**src/rtl/udp_pkg.sv**
```systemverilog
// Shared constants, FSM state type and IPv4 checksum folding helper for the
// UDP transmit framer.
package udp_pkg;

    localparam int unsigned HDR_LEN        = 42;
    localparam logic [15:0] ETHERTYPE_IPV4 = 16'h0800;
    localparam logic [7:0]  IP_PROTO_UDP   = 8'h11;
    localparam logic [7:0]  IP_TTL         = 8'h40;

    typedef enum logic [1:0] {
        IDLE,
        CSUM,
        HDR,
        PAYLOAD
    } udp_tx_state_t;

    // Two end-around-carry folds are enough for a sum of ten 16-bit words.
    function automatic logic [15:0] ip_csum_fold(input logic [19:0] sum);
        logic [16:0] s1;
        logic [16:0] s2;
        s1 = {1'b0, sum[15:0]} + {13'd0, sum[19:16]};
        s2 = {1'b0, s1[15:0]} + {16'd0, s1[16]};
        return s2[15:0];
    endfunction

endpackage

```
**src/rtl/udp_ip_csum.sv**
```systemverilog
// Registered IPv4 header checksum over the ten header words; the value is
// captured when en_i is high and held for the rest of the frame.
module udp_ip_csum
    import udp_pkg::*;
#(
    parameter logic [31:0] SRC_IP = 32'hC0A8010A,
    parameter logic [31:0] DST_IP = 32'hC0A80164
) (
    input  logic        clk_i,
    input  logic        rst_i,
    input  logic        en_i,
    input  logic [15:0] total_len_i,
    input  logic [15:0] ip_id_i,
    output logic [15:0] csum_o
);

    logic [19:0] sum;
    logic [15:0] csum_q;
    logic [15:0] csum_d;

    // The checksum word itself is zero during computation, so it is left out.
    always_comb begin
        sum = 20'h04500 + 20'(total_len_i) + 20'(ip_id_i) + 20'h04000
            + 20'({IP_TTL, IP_PROTO_UDP})
            + 20'(SRC_IP[31:16]) + 20'(SRC_IP[15:0])
            + 20'(DST_IP[31:16]) + 20'(DST_IP[15:0]);
        csum_d = en_i ? ~ip_csum_fold(sum) : csum_q;
    end

    always_ff @(posedge clk_i or posedge rst_i) begin
        if (rst_i) csum_q <= '0;
        else       csum_q <= csum_d;
    end

    assign csum_o = csum_q;

endmodule

```
**src/rtl/udp_tx_framer.sv**
```systemverilog
// Ethernet II / IPv4 / UDP frame builder feeding the MAC transmit AXI-Stream.
// Optional macro UDP_TX_SEQNUM_EN prepends a 32-bit frame sequence number.
module udp_tx_framer
    import udp_pkg::*;
#(
    parameter logic [47:0] SRC_MAC     = 48'h02_00_00_00_00_01,
    parameter logic [47:0] DST_MAC     = 48'hFF_FF_FF_FF_FF_FF,
    parameter logic [31:0] SRC_IP      = 32'hC0A8010A,
    parameter logic [31:0] DST_IP      = 32'hC0A80164,
    parameter logic [15:0] SRC_PORT    = 16'd5000,
    parameter logic [15:0] DST_PORT    = 16'd5001,
    parameter int          PAYLOAD_LEN = 1024
) (
    input  logic       clk_125m,
    input  logic       rst,
    input  logic [7:0] s_axis_tdata,
    input  logic       s_axis_tvalid,
    input  logic       s_axis_tlast,
    output logic       s_axis_tready,
    output logic [7:0] tx_axis_mac_tdata,
    output logic       tx_axis_mac_tvalid,
    output logic       tx_axis_mac_tlast,
    output logic       tx_axis_mac_tuser,
    input  logic       tx_axis_mac_tready,
    output logic       busy,
    output logic       frame_sent,
    output logic       len_err,
    output logic       underrun
);

`ifdef UDP_TX_SEQNUM_EN
    localparam int SEQ_BYTES = 4;
`else
    localparam int SEQ_BYTES = 0;
`endif
    localparam int          EFF_LEN   = PAYLOAD_LEN + SEQ_BYTES;
    localparam logic [15:0] TOTAL_LEN = 16'(28 + EFF_LEN);
    localparam logic [15:0] UDP_LEN   = 16'(8 + EFF_LEN);
    localparam logic [10:0] LAST_IDX  = 11'(EFF_LEN - 1);

    generate
        if (PAYLOAD_LEN < 1 || PAYLOAD_LEN > 1472 - SEQ_BYTES) begin : g_len_chk
            $error("udp_tx_framer: PAYLOAD_LEN out of range");
        end
    endgenerate

    udp_tx_state_t state_q, state_d;
    logic [5:0]    hdr_idx_q, hdr_idx_d;
    logic [10:0]   pay_cnt_q, pay_cnt_d;
    logic [15:0]   ip_id_q, ip_id_d;
    logic          pad_q, pad_d;
    logic          err_q, err_d;
    logic          frame_sent_q, frame_sent_d;
    logic          len_err_q, len_err_d;
    logic          underrun_q, underrun_d;
    logic [15:0]   csum;
    logic [335:0]  hdr_vec;
    logic [7:0]    hdr_bytes [HDR_LEN];
    logic          in_seq;
    logic [7:0]    seq_byte;
    logic          starve;
    logic          pay_last;

    udp_ip_csum #(
        .SRC_IP (SRC_IP),
        .DST_IP (DST_IP)
    ) u_csum (
        .clk_i       (clk_125m),
        .rst_i       (rst),
        .en_i        (state_q == CSUM),
        .total_len_i (TOTAL_LEN),
        .ip_id_i     (ip_id_q),
        .csum_o      (csum)
    );

    assign hdr_vec = {DST_MAC, SRC_MAC, ETHERTYPE_IPV4, 16'h4500, TOTAL_LEN, ip_id_q,
                      16'h4000, IP_TTL, IP_PROTO_UDP, csum, SRC_IP, DST_IP,
                      SRC_PORT, DST_PORT, UDP_LEN, 16'h0000};

    always_comb begin
        for (int unsigned i = 0; i < HDR_LEN; i++) begin
            hdr_bytes[i] = hdr_vec[8*(HDR_LEN-1-i) +: 8];
        end
    end

`ifdef UDP_TX_SEQNUM_EN
    logic [31:0] seq_q, seq_d;
    assign in_seq = (pay_cnt_q < 11'd4);
    assign seq_d  = frame_sent_d ? seq_q + 32'd1 : seq_q;
    always_comb begin
        unique case (pay_cnt_q[1:0])
            2'd0:    seq_byte = seq_q[31:24];
            2'd1:    seq_byte = seq_q[23:16];
            2'd2:    seq_byte = seq_q[15:8];
            default: seq_byte = seq_q[7:0];
        endcase
    end
    always_ff @(posedge clk_125m or posedge rst) begin
        if (rst) seq_q <= '0;
        else     seq_q <= seq_d;
    end
`else
    assign in_seq   = 1'b0;
    assign seq_byte = '0;
`endif

    always_comb begin
        state_d      = state_q;
        hdr_idx_d    = hdr_idx_q;
        pay_cnt_d    = pay_cnt_q;
        ip_id_d      = ip_id_q;
        pad_d        = pad_q;
        err_d        = err_q;
        frame_sent_d = 1'b0;
        len_err_d    = 1'b0;
        underrun_d   = 1'b0;
        starve       = 1'b0;
        pay_last     = (pay_cnt_q == LAST_IDX);
        s_axis_tready      = 1'b0;
        tx_axis_mac_tvalid = 1'b0;
        tx_axis_mac_tdata  = '0;
        tx_axis_mac_tlast  = 1'b0;
        tx_axis_mac_tuser  = 1'b0;
        unique case (state_q)
            IDLE: if (s_axis_tvalid) state_d = CSUM;
            CSUM: begin
                state_d   = HDR;
                hdr_idx_d = '0;
            end
            HDR: begin
                tx_axis_mac_tvalid = 1'b1;
                tx_axis_mac_tdata  = hdr_bytes[hdr_idx_q];
                if (tx_axis_mac_tready) begin
                    if (hdr_idx_q == 6'(HDR_LEN - 1)) begin
                        state_d   = PAYLOAD;
                        pay_cnt_d = '0;
                    end else begin
                        hdr_idx_d = hdr_idx_q + 6'd1;
                    end
                end
            end
            PAYLOAD: begin
                tx_axis_mac_tvalid = 1'b1;
                tx_axis_mac_tlast  = pay_last;
                if (in_seq) begin
                    tx_axis_mac_tdata = seq_byte;
                end else if (!pad_q) begin
                    s_axis_tready = tx_axis_mac_tready;
                    if (s_axis_tvalid) begin
                        tx_axis_mac_tdata = s_axis_tdata;
                        // tlast disagreeing with the byte position covers both early and missing tlast
                        if (tx_axis_mac_tready && (s_axis_tlast != pay_last)) begin
                            len_err_d = 1'b1;
                            pad_d     = s_axis_tlast;
                        end
                    end else begin
                        starve = 1'b1;
                    end
                end
                tx_axis_mac_tuser = pay_last & (err_q | starve);
                if (tx_axis_mac_tready) begin
                    pay_cnt_d  = pay_cnt_q + 11'd1;
                    underrun_d = starve;
                    err_d      = err_q | starve;
                    if (pay_last) begin
                        state_d      = IDLE;
                        frame_sent_d = 1'b1;
                        ip_id_d      = ip_id_q + 16'd1;
                        pad_d        = 1'b0;
                        err_d        = 1'b0;
                    end
                end
            end
            default: state_d = IDLE;
        endcase
    end

    always_ff @(posedge clk_125m or posedge rst) begin
        if (rst) begin
            state_q      <= IDLE;
            hdr_idx_q    <= '0;
            pay_cnt_q    <= '0;
            ip_id_q      <= '0;
            pad_q        <= 1'b0;
            err_q        <= 1'b0;
            frame_sent_q <= 1'b0;
            len_err_q    <= 1'b0;
            underrun_q   <= 1'b0;
        end else begin
            state_q      <= state_d;
            hdr_idx_q    <= hdr_idx_d;
            pay_cnt_q    <= pay_cnt_d;
            ip_id_q      <= ip_id_d;
            pad_q        <= pad_d;
            err_q        <= err_d;
            frame_sent_q <= frame_sent_d;
            len_err_q    <= len_err_d;
            underrun_q   <= underrun_d;
        end
    end

    assign busy       = (state_q != IDLE);
    assign frame_sent = frame_sent_q;
    assign len_err    = len_err_q;
    assign underrun   = underrun_q;

endmodule

```
**config.mk**
```make
export PLATFORM = sky130hd
export DESIGN_NAME = udp_tx_framer
export DESIGN_NICKNAME = d
export VERILOG_FILES = /design/src/rtl/udp_pkg.sv /design/src/rtl/udp_ip_csum.sv /design/src/rtl/udp_tx_framer.sv
export SDC_FILE = /design/constraint.sdc
export NUM_CORES = 1
export LEC_CHECK = 0
export BUFFER_PORTS_ARGS = -buffer_cell sky130_fd_sc_hd__buf_2
export CELL_PAD_IN_SITES_DETAIL_PLACEMENT = 0
export CELL_PAD_IN_SITES_GLOBAL_PLACEMENT = 2
export CORE_ASPECT_RATIO = 1.4
export CORE_UTILIZATION = 42
export CTS_BUF_LIST = sky130_fd_sc_hd__clkbuf_4 sky130_fd_sc_hd__clkbuf_8 sky130_fd_sc_hd__clkbuf_16
export DETAILED_ROUTE_END_ITERATION = 8
export PLACE_DENSITY_LB_ADDON = 0.1
export SETUP_SLACK_MARGIN = 0.1
export SYNTH_ARGS = -nofsm -noshare
export SYNTH_HDL_FRONTEND = slang
export SYNTH_HIERARCHICAL = 1
export SYNTH_SLANG_ARGS = --single-unit
```
**constraint.sdc**
```tcl
create_clock -name clk_125m -period 15.29 [get_ports clk_125m]
set_clock_uncertainty 0.1 [all_clocks]
set_input_delay 0.7645 -clock clk_125m [delete_from_list [all_inputs] [get_ports clk_125m]]
set_output_delay 0.7645 -clock clk_125m [all_outputs]
set_load 0.01 [all_outputs]
```
=== After elaboration in Yosys (flattened, before gate mapping) ===
Cells that the tools add are included.

* Magnitude comparators: 1
* Div/mod/pow operators: 0
* Equality and inequality tests: 12
* Bitwise operators: 4
* $add $sub $neg: 12
* Shift-type cells: 0
* Reduce and logical (&&, ||, !) cells: 11
* Multiply operators: 0
* Muxes and demuxes: 42

{| class="wikitable"
|+ Operators by type and width
! cell !! count
|-
| $bmux 8 s6 || 1
|-
| $add 20x15->20 const B || 2
|-
| $add 20x16->20 const B || 2
|-
| $add 20x9->20 const B || 2
|-
| $mux 11 || 3
|-
| $mux 8 || 4
|-
| $mux 1 || 23
|-
| $pmux 11 s2 || 1
|-
| $add 15x16->17 const A || 1
|-
| $add 16x4->17 || 1
|-
| $add 16x1->16 || 1
|-
| $add 16x1->16 const B || 1
|-
| $not 16->16 || 1
|-
| $pmux 8 s2 || 1
|-
| $mux 6 || 2
|-
| $ne 2x2->1 const B || 6
|-
| $pmux 6 s2 || 1
|-
| $add 11x1->11 const B || 1
|-
| $eq 11x10->1 const B || 1
|-
| $mux 2 || 5
|-
| $pmux 2 s4 || 1
|-
| $ge 7x7->1 const B || 1
|-
| $not 6->7 || 1
|-
| $add 6x1->6 const B || 1
|-
| 14 further kinds || 18
|}

* Output and inout bits: 16
* Memory bits (writable): 0
* Bits in registers: 56
* Input bits: 13
* Memories kept: 0
* Bits in read-only memories: 0
* Latch bits: 0

=== Longest topological paths before layout ===
Gate-level depths: netlist of the first run.

* Depth in word-level cells: 10
* Mapped depth: 37
* Mapped depth without buffers: 35

=== Cells and area by module ===
The synthesis of the first run kept the hierarchy.

{| class="wikitable"
|+ Modules (own cells, without submodules)
! module !! cells an instance !! area each (sq um) !! instances !! sequential area each (sq um)
|-
| udp_tx_framer || 331 || 2,999.1 || 1 || 1,001.0
|-
| udp_ip_csum || 323 || 2,797.7 || 1 || 400.4
|}

=== Worst setup path after synthesis of the first run ===
OpenSTA, ideal clock, no wires.

* Path kind: register -> register
* From: register ip_id_q[5]
* To: register u_csum.csum_q[15] (netlist: u_csum/csum_o[15])
* Data required time: 15.049 ns
* Data arrival time: 7.001 ns
* Setup slack: 8.048 ns
* Library setup time: 0.141 ns
* Cell stages (with the launch flop): 36
* Clock period less this slack: 7.242 ns
* Path through: dfrtp_1 > ha_1 > ha_1 > buf_6 > a21o_4 > a221oi_4 > o211a_1 > o21bai_1 > a21o_1 > a21o_1 > a21oi_1 > xor2_1 > or4_1 > nor2_1 > xnor2_1 > ha_1 > inv_1 > fa_1 > inv_1 > a21oi_1 > nor2_1 > nand2_1 > nor3_1 > and2b_2 > nand2_1 > nor3_1 > ha_1 > nor2b_1 > nand2_1 > nor2_1 > nand4b_1 > or3_1 > clkbuf_1 > o31a_1 > o21ai_0 > a31oi_1

* Word-level cells in the longest chain between the ends: 10

{| class="wikitable"
|+ Ends and longest elaborated chain
! element !! line !! RTL
|-
| start, declared || udp_tx_framer.sv:50 || <nowiki>logic [15:0] ip_id_q, ip_id_d;</nowiki>
|-
| start signal, assigned || udp_tx_framer.sv:193 || <nowiki>ip_id_q <= ip_id_d;</nowiki>
|-
| $add 15x16->17 || udp_ip_csum.sv:23 || <nowiki>sum = 20'h04500 + 20'(total_len_i) + 20'(ip_id_i) + 20'h04000</nowiki>
|-
| $add 20x15->20 || udp_ip_csum.sv:23 ||
|-
| $add 20x15->20 || udp_ip_csum.sv:24 || <nowiki>+ 20'({IP_TTL, IP_PROTO_UDP})</nowiki>
|-
| $add 20x16->20 || udp_ip_csum.sv:25 || <nowiki>+ 20'(SRC_IP[31:16]) + 20'(SRC_IP[15:0])</nowiki>
|-
| $add 20x9->20 || udp_ip_csum.sv:25 ||
|-
| $add 20x16->20 || udp_ip_csum.sv:26 || <nowiki>+ 20'(DST_IP[31:16]) + 20'(DST_IP[15:0]);</nowiki>
|-
| $add 20x9->20 || udp_ip_csum.sv:26 ||
|-
| $add 16x4->17 || udp_pkg.sv:21 || <nowiki>s1 = {1'b0, sum[15:0]} + {13'd0, sum[19:16]};</nowiki>
|-
| $add 16x1->16 || udp_pkg.sv:22 || <nowiki>s2 = {1'b0, s1[15:0]} + {16'd0, s1[16]};</nowiki>
|-
| $not 16->16 || udp_ip_csum.sv:27 || <nowiki>csum_d = en_i ? ~ip_csum_fold(sum) : csum_q;</nowiki>
|-
| end signal, assigned || udp_ip_csum.sv:32 || <nowiki>else csum_q <= csum_d;</nowiki>
|-
| end, declared || udp_ip_csum.sv:18 || <nowiki>logic [15:0] csum_q;</nowiki>
|}

No other way between the ends.
A chain may end at the register's enable or synchronous reset.

=== Worst setup path after layout of the first run ===
Same ends and word-level chain as after synthesis.

==> results.tsv, run 1 <==
metric	value	unit
outcome	complete, no violations	
layout.nets	737	
end_kind	flip-flop	
drt-initial-drc-count	156	
post_synth_inst_count	654	
cap_violations	0	
cts_tree	yes	
grt_max_degree	41	
core_area	13500	sq um
clock_path_buffers	2	
yosys.cell_count.top_type	dfrtp_1	
root_buffer	clkbuf_16	
synthTopCellsByArea	dfrtp_1 (24%), ha_1 (11%), xnor2_1 (6.5%)	
reg2reg_slack	7.32	ns
dp_hpwl	12.0	mm
grt_pass1_wl	25.0	mm
final_hold_viol_count	0	
die_area	14300	sq um
holdBufCountCts	0	
yosysWarnings	6	
start_util	43.1	%
grt_pass1_vias	4818	
fin_crit	7.97	ns
grt_usage	22.5	%
required	15.42	ns
hold_path_class	flip-flop to flip-flop	
num_rows	50	
firstDrtPassIters	4	
place_congestion	0.825	
ant_nets	0	
syn_to_final_growth	7.53	%
diodes	0	
clk_pin_slew	0.08	ns
die_w	101	microns
portBuffers	28	
pin_count	29	
leakagePower	2.72	nW
clock_latency	0.31	ns
ys_ff_latch	56	
cpPeakStageDelay	0.50	ns
cts_buffers	5	
worstSetupPathType	flip-flop to flip-flop	
cts_setup_buffers	0	
final_layout_size_suffix_gt1_share	13.6	%
synth-edff-count	0	
cts_resized	0	
synthFlopType	dfrtp_1	
syn_area_per_cell	8.86	sq um
grt-ovfl-total	0	
cpMostUsedCell	ha_1	
finalCritPeriodShare	52.1	%
rsz0062_at_grt	false	
drc_errors	0	
antenna_found_initial	0	
worst_pin_slew	1.01	ns
startpoint_type	flip-flop	
max-slew-margin-rel	33.0	%
slowest_stage	or3_1	
setup_viol	0	
synth.top_cell.area_share	24.2	%
netlist_area	5800	sq um
critPathArrivalTime	8.10	ns
clkSinkCount	56	
synth-seq-area-share	24.2	%
yosysTopAreaCell	dfrtp_1	
synthTopCellsByCount	dfrtp_1 (56), ha_1 (49), xnor2_1 (43)	
via_count	4872	
crit_fanout	9	
via_per_inst	5.69	
drv_slew	0	
htreeDepth	2	
synth_cell_types	97	
fmax	126	MHz
power_density	116	nW/um^2
avgRoutedWirePerCell	17.8	microns
routed_wl	15.2	mm
vdd_drop_max	0.0638	mV
final_util	46.3	%
synthArstFlopShare	100	%
die_y	141	microns
finalSetupTns	0	ns
registers in the layout, summed over array words and instances, names as in the netlist:
signal / flops
ip_id_q: 16
u_csum/csum_o: 16
pay_cnt_q: 11
hdr_idx_q: 6
state_q: 2
err_q: 1
frame_sent: 1
len_err: 1
pad_q: 1
underrun: 1
kinds of logic (layout without fill, tap and decap cells):
logic type | after synthesis | after routing | synth area share [%]
compound gates | 158 | 158 | 19.8
mux | 25 | 25 | 4.58
xor+xnor | 65 | 65 | 10.5
fa+ha+maj | 51 | 51 | 11.3
other cells | 2 | 16 | 0.130
simple gates | 228 | 228 | 23.9
buf+inv | 69 | 75 | 5.72
flops | 56 | 56 | 24.2
metrics by stage:
stage	hold WS [ns]	power [mW]	setup WS, ns	area, sq um	instances
finish	0.409	0.723	7.32	6230	856
detailed placement	0.402	0.575	7.39	6040	848
global placement	0.388	0.569	7.58	6040	848
CTS	0.414	0.729	7.34	6230	856
global route	0.438	0.776	6.67	6230	856
floorplan	0.370	0.485	8.05	5850	668
routing by layer:
layer	part of all wire, %	track usage, %
met1	42	27.0
met2	53	41.5
met3	2.4	1.34
met4	2.7	8.24
met5	0	0
final cells by class:
cell class | count | area, sq um
inverters | 37 | 139
multi-input cells | 543 | 4120
clock inverters | 3 | 68.8
repair buffers | 30 | 155
well taps | 182 | 228
fillers | 1396 | 7220
flip-flops and latches | 56 | 1400
clock buffers | 5 | 125
placed cells by master, fill, tap and decap left out, types with 7 or more instances in the layout:
master	synthesis	layout
o21ai_0	23	23
a211oi_1	7	7
a21oi_1	39	39
nor2_1	42	42
nand2b_1	16	16
nor2b_1	7	7
mux2i_1	13	13
dfrtp_1	56	56
xor2_1	19	19
xnor2_1	43	43
nand2_1	35	35
inv_1	37	37
mux2_2	12	12
conb_1	2	16
or3_1	7	7
a21o_1	8	8
nor3_1	14	14
buf_2	8	28
a31oi_1	9	9
o31ai_1	7	7
nand4_1	13	13
nand3_1	24	24
ha_1	49	49
or4_1	8	8
a221o_1	9	9
worst paths after layout:
path,start,end,cells past startpoint
max,ip_id_q[5],u_csum/csum_o[15],33
min,ip_id_q[15],ip_id_q[15],1
max reg2reg,ip_id_q[5],u_csum/csum_o[15],33
min reg2reg,ip_id_q[15],ip_id_q[15],1
max in group asynchronous,rst,ip_id_q[2],3
min in group asynchronous,rst,u_csum/csum_o[4],2
worst max-delay path: cells and delay by family (launching register included):
family / cells / cell delay, ns
adders and majority gates: 5 / 1.50
AOI/OAI and AO/OA: 11 / 2.33
buffers and inverters: 2 / 0.14
xor gates and xnor gates: 2 / 0.29
DFF: 1 / 0.43
and+or+nand+nor: 13 / 3.09
report_power, final:
part / internal [mW] / switching (mW) / leakage, nW
Combinational: 0.146 / 0.182 / 1.91
Sequential: 0.186 / 0.0558 / 0.711
Clock: 0.0946 / 0.0581 / 0.0944
Total: 0.427 / 0.296 / 2.72
Power figures use the tool's default switching activity.
==> run 2, diff against run 1 <==
--- a/config.mk
+++ b/config.mk
@@ -9,7 +9,7 @@
 export CELL_PAD_IN_SITES_DETAIL_PLACEMENT = 0
 export CELL_PAD_IN_SITES_GLOBAL_PLACEMENT = 2
 export CORE_ASPECT_RATIO = 1.4
-export CORE_UTILIZATION = 42
+export CORE_UTILIZATION = 40
 export CTS_BUF_LIST = sky130_fd_sc_hd__clkbuf_4 sky130_fd_sc_hd__clkbuf_8 sky130_fd_sc_hd__clkbuf_16
 export DETAILED_ROUTE_END_ITERATION = 8
 export PLACE_DENSITY_LB_ADDON = 0.1
==> constraint.sdc (replaced) <==
create_clock -name clk_125m -period 7.6 [get_ports clk_125m]
set_clock_uncertainty 0.1 [all_clocks]
set_input_delay 0.38 -clock clk_125m [delete_from_list [all_inputs] [get_ports clk_125m]]
set_output_delay 0.38 -clock clk_125m [all_outputs]
set_load 0.01 [all_outputs]
==> run 2 against run 1 <==
  * Clock power is 65% higher
  * Routed wire length rose by 3.6%
  * Final area is 2.2% higher
  * Critical path depth stayed put
  * Final cell count increased by 2.2%
  * Non-clock buffer count grew 16
  * Count of clock-buffer cells in the layout grew 1
  * Sequential power is 100% higher
  * Combinational power up 100%
  * Sequential share of layout area shrank 0.47 points
  * Worst setup slack worse by 6.8 ns
  * Critical path type unchanged
==> results.tsv, run 2 (same netlist as run 1, synthesis figures left out) <==
metric	value	unit
rsz0062_at_grt	false	
fmax	142	MHz
slowest_stage	or3_4	
reg2reg_depth	33	
syn_to_final_growth	9.93	%
cts_tree	yes	
placed_cells	862	
grt_pass1_vias	4788	
die_y	144	microns
worst_pin_slew	1.03	ns
clock_latency	0.30	ns
via_per_inst	5.60	
cpPeakStageDelay	0.46	ns
seqPwrFrac	34.4	%
p_comb_share	47.8	%
sw_frac_of_total	42.8	%
switchingPower	0.603	mW
grt_max_degree	41	
grt-ovfl-total	0	
diodes	0	
cts_buffers	5	
required	7.67	ns
firstDrtPassIters	4	
grt_pass1_wl	25.6	mm
root_buffer	clkbuf_16	
worstSetupPathType	flip-flop to flip-flop	
start_util	41.3	%
final_cell_mix	dfrtp_1 (55), ha_1 (49), xnor2_1 (43), nor2_1 (40), a21oi_1 (38)	
fin_crit	7.06	ns
via_count	4897	
die_area	15000	sq um
vdd_drop_max	0.122	mV
cpMostUsedCell	ha_1	
p_int	0.807	mW
outcome	complete, no violations	
r2r-start	ip_id_q[5]	
drc_errors	0	
clkSinkCount	56	
final_hold_viol_count	0	
core_area	14000	sq um
end_kind	flip-flop	
layout.nets	753	
max-slew-margin-rel	31.2	%
die_w	104	microns
routed_wl	15.8	mm
dp_hpwl	12.4	mm
ant_nets	0	
cap_violations	0	
endpoint	u_csum/csum_o[15]	
finalCritPeriodShare	92.9	%
crit_fanout	5	
final_layout_size_suffix_gt1_share	17.4	%
power_density	221	nW/um^2
avgRoutedWirePerCell	18.0	microns
num_rows	51	
grt_usage	21.7	%
portBuffers	28	
setup_viol	0	
p_clk_share	17.9	%
reg2reg_slack	0.54	ns
pin_count	29	
stdcell_count	875	
startpoint_type	flip-flop	
place_congestion	0.835	
clk_pin_slew	0.08	ns
finalSetupTns	0	ns
clock_path_buffers	2	
final_common_cell	dfrtp_1	
p_total	1.41	mW
critPathArrivalTime	7.13	ns
startpoint	ip_id_q[5]	
drv_slew	0	
leakagePower	2.78	nW
hold_path_class	input pin to asynchronous set/reset pin	
drt-initial-drc-count	220	
holdBufCountCts	0	
reg2reg_to	u_csum/csum_o[15]	
antenna_found_initial	0	
htreeDepth	2	
run 2: worst min-delay path by stage:
| stage | start | end | cells after the start |
|---|---|---|---|
| 2_1_floorplan | rst | u_csum/csum_o[0] | 1 |
| 4_1_cts | rst | u_csum/csum_o[8] | 2 |
| 6_report | rst | u_csum/csum_o[5] | 2 |
| 3_3_place_gp | rst | u_csum/csum_o[5] | 2 |
| 3_5_place_dp | u_csum/csum_o[3] | u_csum/csum_o[3] | 1 |
| 5_1_grt | rst | u_csum/csum_o[1] | 2 |
run 2: layout make-up:
class	instances	area [sq um]
multi-input cells	543	4170
well taps	185	231
clock buffers	6	139
clock inverters	2	18.8
repair buffers	46	275
inverters	37	139
fillers	1441	7670
flip-flops and latches	56	1400
run 2: timing repair:
item                                    4_1_cts  5_1_grt
gates resized for setup                       4        9
pin swaps                                     0        5
endpoints found under the setup margin        4        6
setup buffers                                 0        5
run 2: layer usage:
metal | vias up | track usage, % | share of wire [%]
li1 | 2451 | - | -
met1 | 2360 | 24.5 | 42
met2 | 63 | 42.0 | 54
met3 | 23 | 1.67 | 1.5
met4 | 0 | 8.87 | 3.4
met5 | - | 0 | 0
run 2: power groups by stage:
stage	clock network, mW	registers [mW]	logic (mW)
final	0.252	0.484	0.673
after global routing	0.271	0.501	0.743
after CTS	0.261	0.485	0.676
after detailed placement	0	0.491	0.672
after global placement	0	0.487	0.664
after floorplan	0	0.423	0.553
run 2: stage by stage:
stage | instance area (sq um) | hold WS [ns] | setup WS, ns | util, %
6_report | 6370 | 0.0540 | 0.537 | 45.4
5_1_grt | 6370 | 0.108 | 0.120 | 45.4
4_1_cts | 6300 | 0.0787 | 0.101 | 44.9
3_5_place_dp | 6130 | 0.403 | -0.0379 | 43.6
3_3_place_gp | 6130 | 0.381 | 0.179 | 43.6
2_1_floorplan | 5850 | 0.194 | 0.358 | -
run 2: critical path, delay by kind of cell, from the launching register on:
family                   cells  cell delay, ns
flip-flops                   1            0.42
buffers and inverters        2            0.13
AO/OA/AOI/OAI               11            2.01
adder cells (fa/ha/maj)      5            1.40
AND/OR/NAND/NOR             13            2.58
XOR/XNOR                     2            0.26
==> run 3, diff against run 2 <==
--- a/config.mk
+++ b/config.mk
@@ -9,12 +9,11 @@
 export CELL_PAD_IN_SITES_DETAIL_PLACEMENT = 0
 export CELL_PAD_IN_SITES_GLOBAL_PLACEMENT = 2
 export CORE_ASPECT_RATIO = 1.4
-export CORE_UTILIZATION = 40
+export CORE_UTILIZATION = 38
 export CTS_BUF_LIST = sky130_fd_sc_hd__clkbuf_4 sky130_fd_sc_hd__clkbuf_8 sky130_fd_sc_hd__clkbuf_16
 export DETAILED_ROUTE_END_ITERATION = 8
 export PLACE_DENSITY_LB_ADDON = 0.1
 export SETUP_SLACK_MARGIN = 0.1
 export SYNTH_ARGS = -nofsm -noshare
 export SYNTH_HDL_FRONTEND = slang
-export SYNTH_HIERARCHICAL = 1
 export SYNTH_SLANG_ARGS = --single-unit
==> run 3 against run 2 <==
  * The flow now finishes with violations (design-rule violations)
  * Non-clock buffer count decreased by 14
  * Final area decreased by 17%
  * Global-route usage decreased by 0.58 points
  * Power decreased by 26%
  * Die area decreased by 11%
  * Routed wire length decreased by 14%
  * Fmax increased by 3.1%
  * Sequential power decreased by 20%
  * Synthesized cell count decreased by 8.9%
  * Clock power decreased by 3%
  * Sequential cell count unchanged
  * First-iteration DRC count decreased by 0.45%
  * Critical path type unchanged
  * Critical endpoint is now u_csum.csum_o[14]
  * Largest power group unchanged
  * Highest routed layer unchanged
==> results.tsv, run 3 <==
metric	value	unit
slowest_stage	or4b_2	
netlist_area	4910	sq um
yosys.cell_count.top_type	nand2_1	
startpoint_type	flip-flop	
start_util	39.3	%
final_layout_size_suffix_gt1_share	13.1	%
synthFlopType	dfrtp_1	
outcome	finished, violations left	
cpMostUsedCell	ha_1	
drt-initial-drc-count	219	
p_comb_share	39.6	%
vdd_drop_max	0.0971	mV
detailroute.wirelength.met2	7.14	mm
grt-ovfl-total	0	
hold_path_class	input pin to asynchronous set/reset pin	
layout.nets	638	
synthTopCellsByArea	dfrtp_1 (29%), xnor2_1 (5.9%), ha_1 (5.3%)	
synth-seq-area-share	28.5	%
drv_slew	0	
r2r-start	ip_id_q[3]	
worst_pin_slew	0.817	ns
p_int	0.630	mW
core_area	12500	sq um
final_cell_mix	nand2_1 (64), dfrtp_1 (56), nor2_1 (46), o21ai_0 (37), xnor2_1 (33)	
synth_cell_types	78	
dp_hpwl	10.5	mm
dpl-instance-area	5140	sq um
grt_max_degree	57	
avgRoutedWirePerCell	17.9	microns
final_util	42.6	%
holdBufCountCts	0	
reg2reg_to	u_csum.csum_o[14]	
nFillCells	1276	
firstDrtPassIters	6	
rsz0062_at_grt	false	
cpPeakStageDelay	0.61	ns
portBuffers	28	
synth.top_cell.area_share	28.5	%
end_kind	flip-flop	
setup_ws	0.751	ns
via_per_inst	5.75	
sw_frac_of_total	39.6	%
fin_crit	6.85	ns
grt_pass1_vias	4262	
clock_latency	0.30	ns
seqPwrFrac	37.0	%
die_area	13400	sq um
htreeDepth	2	
wl_met3	304	microns
syn_to_final_growth	8.25	%
ys_ff_latch	56	
num_rows	48	
routed_wl	13.5	mm
cap_violations	0	
root_buffer	clkbuf_16	
cts_buffers	5	
clkSinkCount	56	
finalCritPeriodShare	90.1	%
via_count	4332	
top_layer	met4	
antenna_found_initial	0	
regArea	1400	sq um
die_w	98.1	microns
synth-edff-count	0	
reg2reg_slack	0.75	ns
reg2reg_depth	23	
hold_ws	0.175	ns
power_density	196	nW/um^2
diodes	0	
setup_viol	0	
required	7.69	ns
grt_pass1_wl	22.2	mm
stdcell_count	754	
yosysWarnings	0	
die_y	137	microns
violations	design-rule violations	
fmax	146	MHz
place_ws	0.320	ns
switchingPower	0.412	mW
multi_input_area	3340	sq um
p_total	1.04	mW
p_clk_share	23.4	%
clk_pin_slew	0.08	ns
leakagePower	2.18	nW
max-slew-margin-rel	45.5	%
syn_area_per_cell	8.24	sq um
final_hold_viol_count	0	
final_common_cell	nand2_1	
pin_count	29	
crit_fanout	12	
yosysTopAreaCell	dfrtp_1	
finalSetupTns	0	ns
ant_nets	0	
place_congestion	0.832	
grt_usage	21.1	%
synthArstFlopShare	100	%
clock_path_buffers	2	
drc_errors	7	
synthTopCellsByCount	nand2_1 (64), dfrtp_1 (56), nor2_1 (46)	
crit_chain	inv_1, ha_1, or4b_2, a311oi_1, a311oi_1, nor2_1, nand3_1, o41ai_2, ha_1, fa_1, a21oi_1, a2111oi_4, o21ai_1, or4_1, nor3_2, ha_1, nand3_1, nor3_2, nor2b_1, o311ai_1, a211oi_2, nor3_1, a221o_1	
post_synth_inst_count	596	
critPathArrivalTime	6.94	ns
worstSetupPathType	flip-flop to flip-flop	
cts_tree	yes	
drt-met1-wl	5.67	mm
placed_cells	746	
final_area	5320	sq um
## run 3: cell count changes after synthesis, moves of 10 or more
cell     change
inv_1       -21
a21oi_1     -17
xnor2_1     -10
o21ai_0     +14
a22o_1      +10
nand2_1     +29
ha_1        -28
## run 3: kinds of logic after synthesis
| group | share of synthesized area [%] |
|---|---|
| AO/OA/AOI/OAI | 22.9 |
| XOR/XNOR | 9.73 |
| adder cells (fa/ha/maj) | 5.76 |
| buffers and inverters | 4.25 |
| flip-flops | 28.5 |
| multiplexers | 4.15 |
| other | 0.153 |
| AND/OR/NAND/NOR | 24.5 |
## run 3: layout make-up
| cell class | instances | area share [%] |
|---|---|---|
| multi-input cells | 489 | 62.7 |
| flip-flops and latches | 56 | 26.3 |
| well taps | 150 | 3.53 |
| repair buffers | 32 | 3.20 |
| clock buffers | 5 | 2.35 |
| inverters | 19 | 1.34 |
| clock inverters | 3 | 0.494 |
## run 3: layer usage
metal	global-route usage, %	vias to the layer above
li1	-	2162
met3	1.84	21
met2	39.0	73
met4	8.50	0
met5	0	-
met1	25.0	2076
## run 3: how the worst max path moves through the flow
stage / start / to / cells past startpoint
after detailed placement: ip_id_q[3] / u_csum.csum_o[14] / 23
final: ip_id_q[3] / u_csum.csum_o[14] / 23
after global placement: ip_id_q[3] / u_csum.csum_o[14] / 23
after CTS: ip_id_q[3] / u_csum.csum_o[14] / 23
after global routing: ip_id_q[3] / u_csum.csum_o[14] / 23
after floorplan: ip_id_q[2] / u_csum.csum_o[14] / 24
## run 3: worst max-delay path, delay by kind of cell, from the launching register on
family / cells / cell delay, ns
adders and majority gates: 4 / 0.95
and+or+nand+nor: 9 / 2.74
AOI/OAI and AO/OA: 9 / 2.20
buffers and inverters: 1 / 0.19
DFF: 1 / 0.54
## run 3: timing repair
action | CTS | global route
setup buffers | 0 | 0
resized for setup | 0 | 4
setup endpoints to repair | 0 | 6
## run 3: power by group through the flow
stage                     Clock, mW  Combinational [mW]  Sequential [mW]
after floorplan                   0               0.300            0.377
after global placement            0               0.413            0.390
after detailed placement          0               0.418            0.390
after CTS                     0.253               0.421            0.385
after global routing          0.263               0.469            0.393
final                         0.244               0.413            0.385
